**src/rtl/store_buffer_pkg.sv**
```systemverilog
// Shared store-buffer types: funct3 encodings and the buffered entry layout.
// Entry widths track the store_buffer parameter defaults.
package store_buffer_pkg;

  localparam logic [2:0] F3_SB  = 3'b000;
  localparam logic [2:0] F3_SH  = 3'b001;
  localparam logic [2:0] F3_SW  = 3'b010;
  localparam logic [2:0] F3_LB  = 3'b000;
  localparam logic [2:0] F3_LH  = 3'b001;
  localparam logic [2:0] F3_LW  = 3'b010;
  localparam logic [2:0] F3_LBU = 3'b100;
  localparam logic [2:0] F3_LHU = 3'b101;

  localparam int SB_AW = 32;
  localparam int SB_DW = 32;

  typedef struct packed {
    logic [SB_AW-1:0] addr;
    logic [SB_DW-1:0] data;
    logic [2:0]       ctrl;
  } sb_entry_t;

  function automatic logic is_store(
    input logic [2:0] f
  );
    return (f == F3_SB) || (f == F3_SH) ||
           (f == F3_SW);
  endfunction

endpackage

```
**src/rtl/store_buffer.sv**
```systemverilog
// Committed-store FIFO between the core and data memory.
// Loads forward from full-word stores or stall until matches drain.
module store_buffer
  import store_buffer_pkg::*;
#(
  parameter int ADDRESS_WIDTH = SB_AW,
  parameter int DATA_WIDTH    = SB_DW,
  parameter int DEPTH         = 4
) (
  input  logic                     clk,
  input  logic                     rst_n,
  input  logic                     st_valid,
  input  logic [ADDRESS_WIDTH-1:0] st_addr,
  input  logic [DATA_WIDTH-1:0]    st_data,
  input  logic [2:0]               st_ctrl,
  output logic                     st_ready,
  input  logic                     ld_valid,
  input  logic [ADDRESS_WIDTH-1:0] ld_addr,
  input  logic [2:0]               ld_ctrl,
  output logic [DATA_WIDTH-1:0]    ld_data,
  output logic                     ld_stall,
  output logic                     mem_we,
  output logic [ADDRESS_WIDTH-1:0] mem_a,
  output logic [DATA_WIDTH-1:0]    mem_writedata,
  output logic [2:0]               mem_memcontrol,
  input  logic [DATA_WIDTH-1:0]    mem_readdata,
  output logic [$clog2(DEPTH):0]   sb_count,
  output logic                     sb_empty
);

  localparam int PW = $clog2(DEPTH);
  localparam int CW = PW + 1;
  localparam logic [CW-1:0] FULL = CW'(DEPTH);

  sb_entry_t       q [DEPTH];
  logic [PW-1:0]   head;
  logic [PW-1:0]   tail;
  logic [CW-1:0]   count;
  logic [PW-1:0]   idx;
  logic [PW-1:0]   mi;
  logic            match;
  logic            hit;
  logic            push;
  logic            drain;
  sb_entry_t       he;

  assign sb_count = count;
  assign sb_empty = (count == '0);
  assign st_ready = (count != FULL);
  assign push     = st_valid && st_ready &&
                    is_store(st_ctrl);
  assign he       = q[head];

  // Oldest-to-youngest scan: the last hit seen is the youngest match.
  always_comb begin
    match = 1'b0;
    mi    = head;
    idx   = head;
    for (int k = 0; k < DEPTH; k++) begin
      idx = head + PW'(k);
      if ((CW'(k) < count) &&
          (q[idx].addr[ADDRESS_WIDTH-1:2] ==
           ld_addr[ADDRESS_WIDTH-1:2])) begin
        match = 1'b1;
        mi    = idx;
      end
    end
  end

  assign hit = match && (q[mi].ctrl == F3_SW) &&
               (ld_ctrl == F3_LW);
  assign ld_stall = ld_valid && match && !hit;
  assign ld_data  = hit ? q[mi].data : mem_readdata;
  assign drain    = !sb_empty && (!ld_valid || ld_stall);

  always_comb begin
    mem_we         = 1'b0;
    mem_a          = ld_addr;
    mem_writedata  = '0;
    mem_memcontrol = ld_ctrl;
    if (drain) begin
      mem_we         = 1'b1;
      mem_a          = he.addr;
      mem_writedata  = he.data;
      mem_memcontrol = he.ctrl;
    end
  end

  // Entry payload needs no reset; pointers alone define validity.
  always_ff @(posedge clk) begin
    if (push) begin
      q[tail] <= '{addr: st_addr,
                   data: st_data,
                   ctrl: st_ctrl};
    end
  end

  always_ff @(posedge clk or negedge rst_n) begin
    if (!rst_n) begin
      head  <= '0;
      tail  <= '0;
      count <= '0;
    end else begin
      if (push)  tail <= tail + 1'b1;
      if (drain) head <= head + 1'b1;
      unique case ({push, drain})
        2'b10:   count <= count + 1'b1;
        2'b01:   count <= count - 1'b1;
        default: count <= count;
      endcase
    end
  end

endmodule
```
**config.mk**
```make
export PLATFORM = sky130hd
export DESIGN_NAME = store_buffer
export DESIGN_NICKNAME = d
export VERILOG_FILES = /design/src/rtl/store_buffer_pkg.sv /design/src/rtl/store_buffer.sv
export SDC_FILE = /design/constraint.sdc
export NUM_CORES = 1
export LEC_CHECK = 0
export BUFFER_PORTS_ARGS = -buffer_cell sky130_fd_sc_hd__buf_2
export CORE_MARGIN = 1
export CORE_UTILIZATION = 40
export CTS_CLUSTER_SIZE = 8
export DETAILED_ROUTE_END_ITERATION = 6
export HOLD_SLACK_MARGIN = 0.03
export SLEW_MARGIN = 0
export SYNTH_ARGS = -nofsm -noshare
export SYNTH_HDL_FRONTEND = slang
export SYNTH_SLANG_ARGS = --single-unit
```
**constraint.sdc**
```tcl
create_clock -name clk -period 6.04 [get_ports clk]
set_clock_uncertainty 0.2 [all_clocks]
set_input_delay 0.604 -clock clk [delete_from_list [all_inputs] [get_ports clk]]
set_output_delay 0.604 -clock clk [all_outputs]
set_load 0.01 [all_outputs]
```
# After elaboration in Yosys (flattened, before gate mapping)
# Memory sizes are Yosys's and may differ from the RTL's.
# Index checks and enable logic that the tools add are counted.
# totals
ff_bits	7
latchBits	0
ramBits	268
rom_bits	0
elab_cells	60
memories	1
# mem_list
name	depth	width	read_ports	rd_clocked_by_memory_dff	write_ports	line	rtl
q	4	67	5	0	1	store_buffer.sv:35	sb_entry_t q [DEPTH];
# classes
n_addsub	6
multipliers	0
n_div	0
order_cmp	4
eq_ne	11
shifts	0
mux	15
bitwise	0
n_reduce_logical	20
# op_table
cell	count
$eq 30x30->1	4
$mux 32	3
$logic_and 1x1->1	11
$eq 3x2->1 const B	3
$mux 1	7
$logic_not 3->1	2
$lt 1x3->1 const A	2
$lt 2x3->1 const A	2
$mux 2	3
$pmux 3 s2	1
$add 2x1->2 const B	2
$add 2x2->2 const B	2
$add 3x1->3 const B	1
$eq 3x1->1 const B	1
$logic_not 1->1	3
$logic_or 1x1->1	3
$mux 3	1
$ne 3x3->1 const B	1
$sub 3x1->3 const B	1
$eq 2x1->1 const B	1
$eq 2x2->1 const B	1
$reduce_bool 2->1	1

# Longest topological paths before layout
# An unclocked memory read counts as a cell.
# depth
word_depth	17
ltp_mapped	22
mapped_depth_nobuf	15

# Worst setup path before layout
# OpenSTA, ideal clock, no wires.
# synth_timing
kind	reg-to-output
from	register head[0]
to	output ld_data[10]
arrival_ns	3.847
t_required_ns	5.236
setup_slack_ns	1.389
stages_incl_launch_ff	15
path_buffers	4
cell_sequence	dfrtp_1 buf_6 buf_8 mux4_2 xor2_1 or4_1 or4b_1 o32ai_2 xnor2_1 nor2_1 or3_1 and4bb_1 buf_6 buf_12 mux2_4
# synth_between
elab_chain_cells	12
word_cells_on_any_way	23
classes_between	add/sub (3); eq/ne (5); mux (8); reduce/logical (6); memory (1)
# synth_lines
element	line	rtl
start, declared	store_buffer.sv:36	logic [PW-1:0] head;
start signal, assigned	store_buffer.sv:105	if (drain) head <= head + 1'b1;
$add 2x1->2	store_buffer.sv:60	idx = head + PW'(k);
$mem_v2 4x67	n/a	
$eq 30x30->1	store_buffer.sv:62	(q[idx].addr[ADDRESS_WIDTH-1:2] ==
$logic_and 1x1->1	store_buffer.sv:61	if ((CW'(k) < count) &&
$mux 2 (3 in series)	store_buffer.sv:61	
$mem_v2 4x67	n/a	
$eq 3x2->1	store_buffer.sv:70	assign hit = match && (q[mi].ctrl == F3_SW) &&
$logic_and 1x1->1 (2 in series)	store_buffer.sv:70	
$mux 32 (*)	store_buffer.sv:73	assign ld_data = hit ? q[mi].data : mem_readdata;
end, declared	store_buffer.sv:20	output logic [DATA_WIDTH-1:0] ld_data,
# Mark *: on every way between the ends. The rest lies on a longest branch, timed or not.

# Final worst setup path
# layout_timing
from	register head[0]
to	output mem_a[0]
# layout_between
elab_chain_cells	16
word_cells_on_any_way	28
classes_between	add/sub (3); eq/ne (5); mux (8); reduce/logical (11); memory (1)
# layout_lines
element	line	rtl
$add 2x1->2	store_buffer.sv:60	
$mem_v2 4x67	n/a	
$eq 30x30->1	store_buffer.sv:62	
$logic_and 1x1->1	store_buffer.sv:61	
$mux 2 (3 in series)	store_buffer.sv:61	
$mem_v2 4x67	n/a	
$eq 3x2->1	store_buffer.sv:70	
$logic_and 1x1->1 (2 in series)	store_buffer.sv:70	
$logic_not 1->1	store_buffer.sv:72	assign ld_stall = ld_valid && match && !hit;
$logic_and 1x1->1	store_buffer.sv:72	
$logic_or 1x1->1	store_buffer.sv:74	assign drain = !sb_empty && (!ld_valid || ld_stall);
$logic_and 1x1->1	store_buffer.sv:74	
$mux 32 (*)	store_buffer.sv:81	if (drain) begin
end, declared	store_buffer.sv:23	output logic [ADDRESS_WIDTH-1:0] mem_a,
# Marked as above.

==> load_flow_metrics.sql <==
INSERT INTO impl_metrics (metric_group, metric, value, unit) VALUES
('outcome', 'outcome', 'complete, but fails checks', ''),
('outcome', 'violations', 'design-rule violations', ''),
('routing', 'route.detailed.drc', '5', ''),
('yosys', 'ys_warn_count', '0', ''),
('placement', 'dpl_cell_area', '18100', 'um2'),
('yosys', 'post_synth_num_cell_types', '77', ''),
('floorplanning', 'design.portCount', '244', ''),
('sta', 'layout_worst_path_cycle_share', '0.971', ''),
('placement', 'numPortBuffers', '243', ''),
('cells_and_area', 'drive_above_1_share', '0.364', ''),
('job', 'cap_viol_max_count', '0', ''),
('routing', 'avgViaCountPerCell', '5.68', ''),
('yosys', 'async_flop_share', '0.0255', ''),
('routing', 'initialDrtViolationCount', '779', ''),
('floorplanning', 'die-height', '205', 'um'),
('grt', 'grt_start_max_net_pins', '53', ''),
('sta', 'timing.final.ws_setup', '0.174', 'ns'),
('clocking', 'cts_buffer_depth', '3', ''),
('clocking', 'tritoncts', 'built', ''),
('clocking', 'clock_sinks', '275', ''),
('sta', 'relSlewSlack', '0.474', ''),
('yosys', 'synth_seq_cells', '275', ''),
('clocking', 'numCtsBuffers', '41', ''),
('routing', 'detail_route.wirelength', '46.5', 'mm'),
('yosys', 'syn-instance-count', '1096', ''),
('grt', 'grt_first_pass_wirelength', '67.4', 'mm'),
('grt', 'number_of_global_route_vias_before_repair', '11000', ''),
('yosys', 'synth-edff-count', '268', ''),
('yosys', 'synth-seq-area-share', '0.501', ''),
('yosys', 'avgSynthCellArea', '15.0', 'um2'),
('grt', 'globalRouteOverflowTotal', '0', ''),
('worst_setup_path', 'worst-setup-path-type', 'reg2out', ''),
('power_and_ir_drop', 'power.leakage', '7.32', 'nW'),
('worst_setup_path', 'critPathLaunchType', 'flip-flop', ''),
('sta', 'report.final.setup_viol', '0', ''),
('floorplanning', 'die_area', '41800', 'um2'),
('placement', 'cell_count_after_placement', '1803', ''),
('sta', 'post-route-min-period', '5.87', 'ns'),
('yosys', 'leading_area_contributor_after_synthesis', 'edfxtp_1', ''),
('cells_and_area', 'layout.cell_area.non_filler', '19600', 'um2'),
('yosys', 'share_of_yosys_cell_area_claimed_by_the_top_area_cell_type', '0.491', ''),
('floorplanning', 'initial_core_util', '0.409', ''),
('worst_setup_path', 'critical_path_required', '5.24', 'ns'),
('floorplanning', 'dieWidth', '205', 'um'),
('cells_and_area', 'final_core_util', '0.490', ''),
('routing', 'routed-via-count', '10700', ''),
('yosys', 'dominant_synthesized_flop_cell', 'edfxtp_1', ''),
('sta', 'fin_tns_setup', '0', 'ns'),
('yosys', 'yosys.cell_count.top_type', 'edfxtp_1', ''),
('floorplanning', 'design.core.area', '40100', 'um2'),
('routing', 'number_of_nets_with_antenna_violations_after_detailed_routing', '0', ''),
('worst_setup_path', 'crit_fanout', '35', ''),
('routing', 'routedWlPerCell', '24.6', 'um'),
('routing', 'drtPass1Iterations', '7', ''),
('sta', 'tightestPinTransition', '0.788', 'ns'),
('clocking', 'h_tree_level_count', '2', ''),
('sta', 'max_clock_freq', '170', 'MHz'),
('sta', 'hold_slack', '0.0570', 'ns'),
('cells_and_area', 'layout.nets', '1485', ''),
('worst_setup_path', 'arrival', '5.06', 'ns'),
('yosys', 'netlist_top_cells_count', 'edfxtp_1 (268), mux2i_1 (175), mux4_2 (95)', ''),
('grt', 'antenna_found_initial', '7', ''),
('power_and_ir_drop', 'finalPower', '8.85', 'mW'),
('grt', 'grtUsageTotal', '0.219', ''),
('clocking', 'clock_latency', '0.56', 'ns'),
('sta', 'finalHoldViolations', '0', ''),
('clocking', 'cts_root_buffer', 'clkbuf_16', ''),
('yosys', 'synth.cell_area', '16400', 'um2'),
('placement', 'dp_worst_setup_slack', '0.626', 'ns'),
('floorplanning', 'core.rowCount', '73', ''),
('clocking', 'worst_setup_hold_path_clk_slew', '0.05', 'ns'),
('placement', 'final_hpwl_from_detailed_placement', '32.3', 'mm'),
('placement', 'finalWeightedCongestion', '0.958', ''),
('power_and_ir_drop', 'p_per_area', '451', 'nW/um2'),
('hold_path', 'min-delay-path-class', 'in2reg', ''),
('cells_and_area', 'instances_no_fill', '1888', ''),
('yosys', 'synthTopCellsByArea', 'edfxtp_1 (49%), mux4_2 (13%), mux2i_1 (11%)', ''),
('yosys', 'synth_nets', '1243', ''),
('cells_and_area', 'area.growth.synth_to_final', '19.8', '%'),
('sta', 'final_max_slew_viol_count', '0', ''),
('power_and_ir_drop', 'vdd_drop_max', '0.000235', 'V'),
('worst_setup_path', 'crit_path_end_kind', 'primary output', '');
[area by class of cell]
class | count | area, um2
fill | 3522 | 20400
sequential | 275 | 8230
multi-input combinational | 713 | 7640
timing repair buffer | 290 | 1860
clock buffer | 62 | 1150
tap | 525 | 657
inverter | 17 | 66.3
clock inverter | 4 | 48.8
antenna | 2 | 5.00
[sequential cells by signal, indices dropped and copies added, names as in the netlist]
name      flops
head          2
sb_count      3
q           268
tail          2
[layout by cell type (no fill, tap or decap), types with 16 or more instances in the layout]
master	n
a21oi_1	21
edfxtp_1	268
clkbuf_1	18
clkbuf_16	46
mux2i_1	169
mux4_2	95
xor2_1	18
mux2_1	40
buf_4	20
inv_1	16
mux2_4	32
buf_2	243
nand2_1	20
xnor2_1	86
and2_1	33
nor2_1	27
o21ai_0	20
[path summary, 6_finish.rpt]
path                                     startpoint                 endpoint  slack, ns  depth (start not counted)
worst max-delay path            head[0]$_DFFE_PN0N_                 mem_a[0]       0.17                         13
worst min-delay path                    st_addr[25]       q[1][60]$_DFFE_PP_       0.06                          1
worst max register to register  head[0]$_DFFE_PN0N_  sb_count[2]$_DFFE_PN0P_       1.04                         15
worst min register to register  tail[0]$_DFFE_PN0P_      tail[0]$_DFFE_PN0P_       0.44                          2
max in group asynchronous                     rst_n      head[1]$_DFFE_PN0N_       5.18                          2
min in group asynchronous                     rst_n  sb_count[2]$_DFFE_PN0P_       0.25                          2
[metal layers]
| layer | GRT usage | up-vias | routed length, um |
|---|---|---|---|
| li1 | - | 4822 | - |
| met4 | 0.0914 | 10 | 1630 |
| met3 | 0.0582 | 107 | 3320 |
| met2 | 0.347 | 404 | 21700 |
| met5 | 0 | - | 73 |
| met1 | 0.285 | 5383 | 19700 |
[worst max-delay path, stage by stage (launching register included)]
cell and delay [ns]:
dfrtp_4 0.55, buf_4 0.16, mux4_2 0.49, xor2_1 0.17
or4_1 0.53, or4b_1 0.57, nor2_1 0.24, a21oi_1 0.14
xnor2_2 0.33, o311a_1 0.31, o21a_4 0.27, buf_12 0.24
mux2_1 0.33, buf_2 0.14
[power by group]
group | leakage, nW | switching (mW) | internal (mW)
Combinational | 4.24 | 2.25 | 2.04
Clock | 0.574 | 0.828 | 1.30
Sequential | 2.51 | 0.156 | 2.29
[cell families after synthesis]
logic type,count (synthesis),share of synthesized area
muxes,350,0.300
DFF,275,0.501
and+or+nand+nor,144,0.0513
buffers and inverters,108,0.0392
xor gates and xnor gates,107,0.0576
AOI/OAI and AO/OA,103,0.0443
adders and majority gates,9,0.00686
[timing repair]
item,4_1_cts,5_1_grt
buffers inserted,0,6
pin swaps,0,1
gates cloned,0,4
hold buffers,7,0
resized for setup,1,20
setup endpoints to repair,4,63
endpoints found under the hold margin,18,0
No activity file was read; power rests on OpenSTA's default activity.
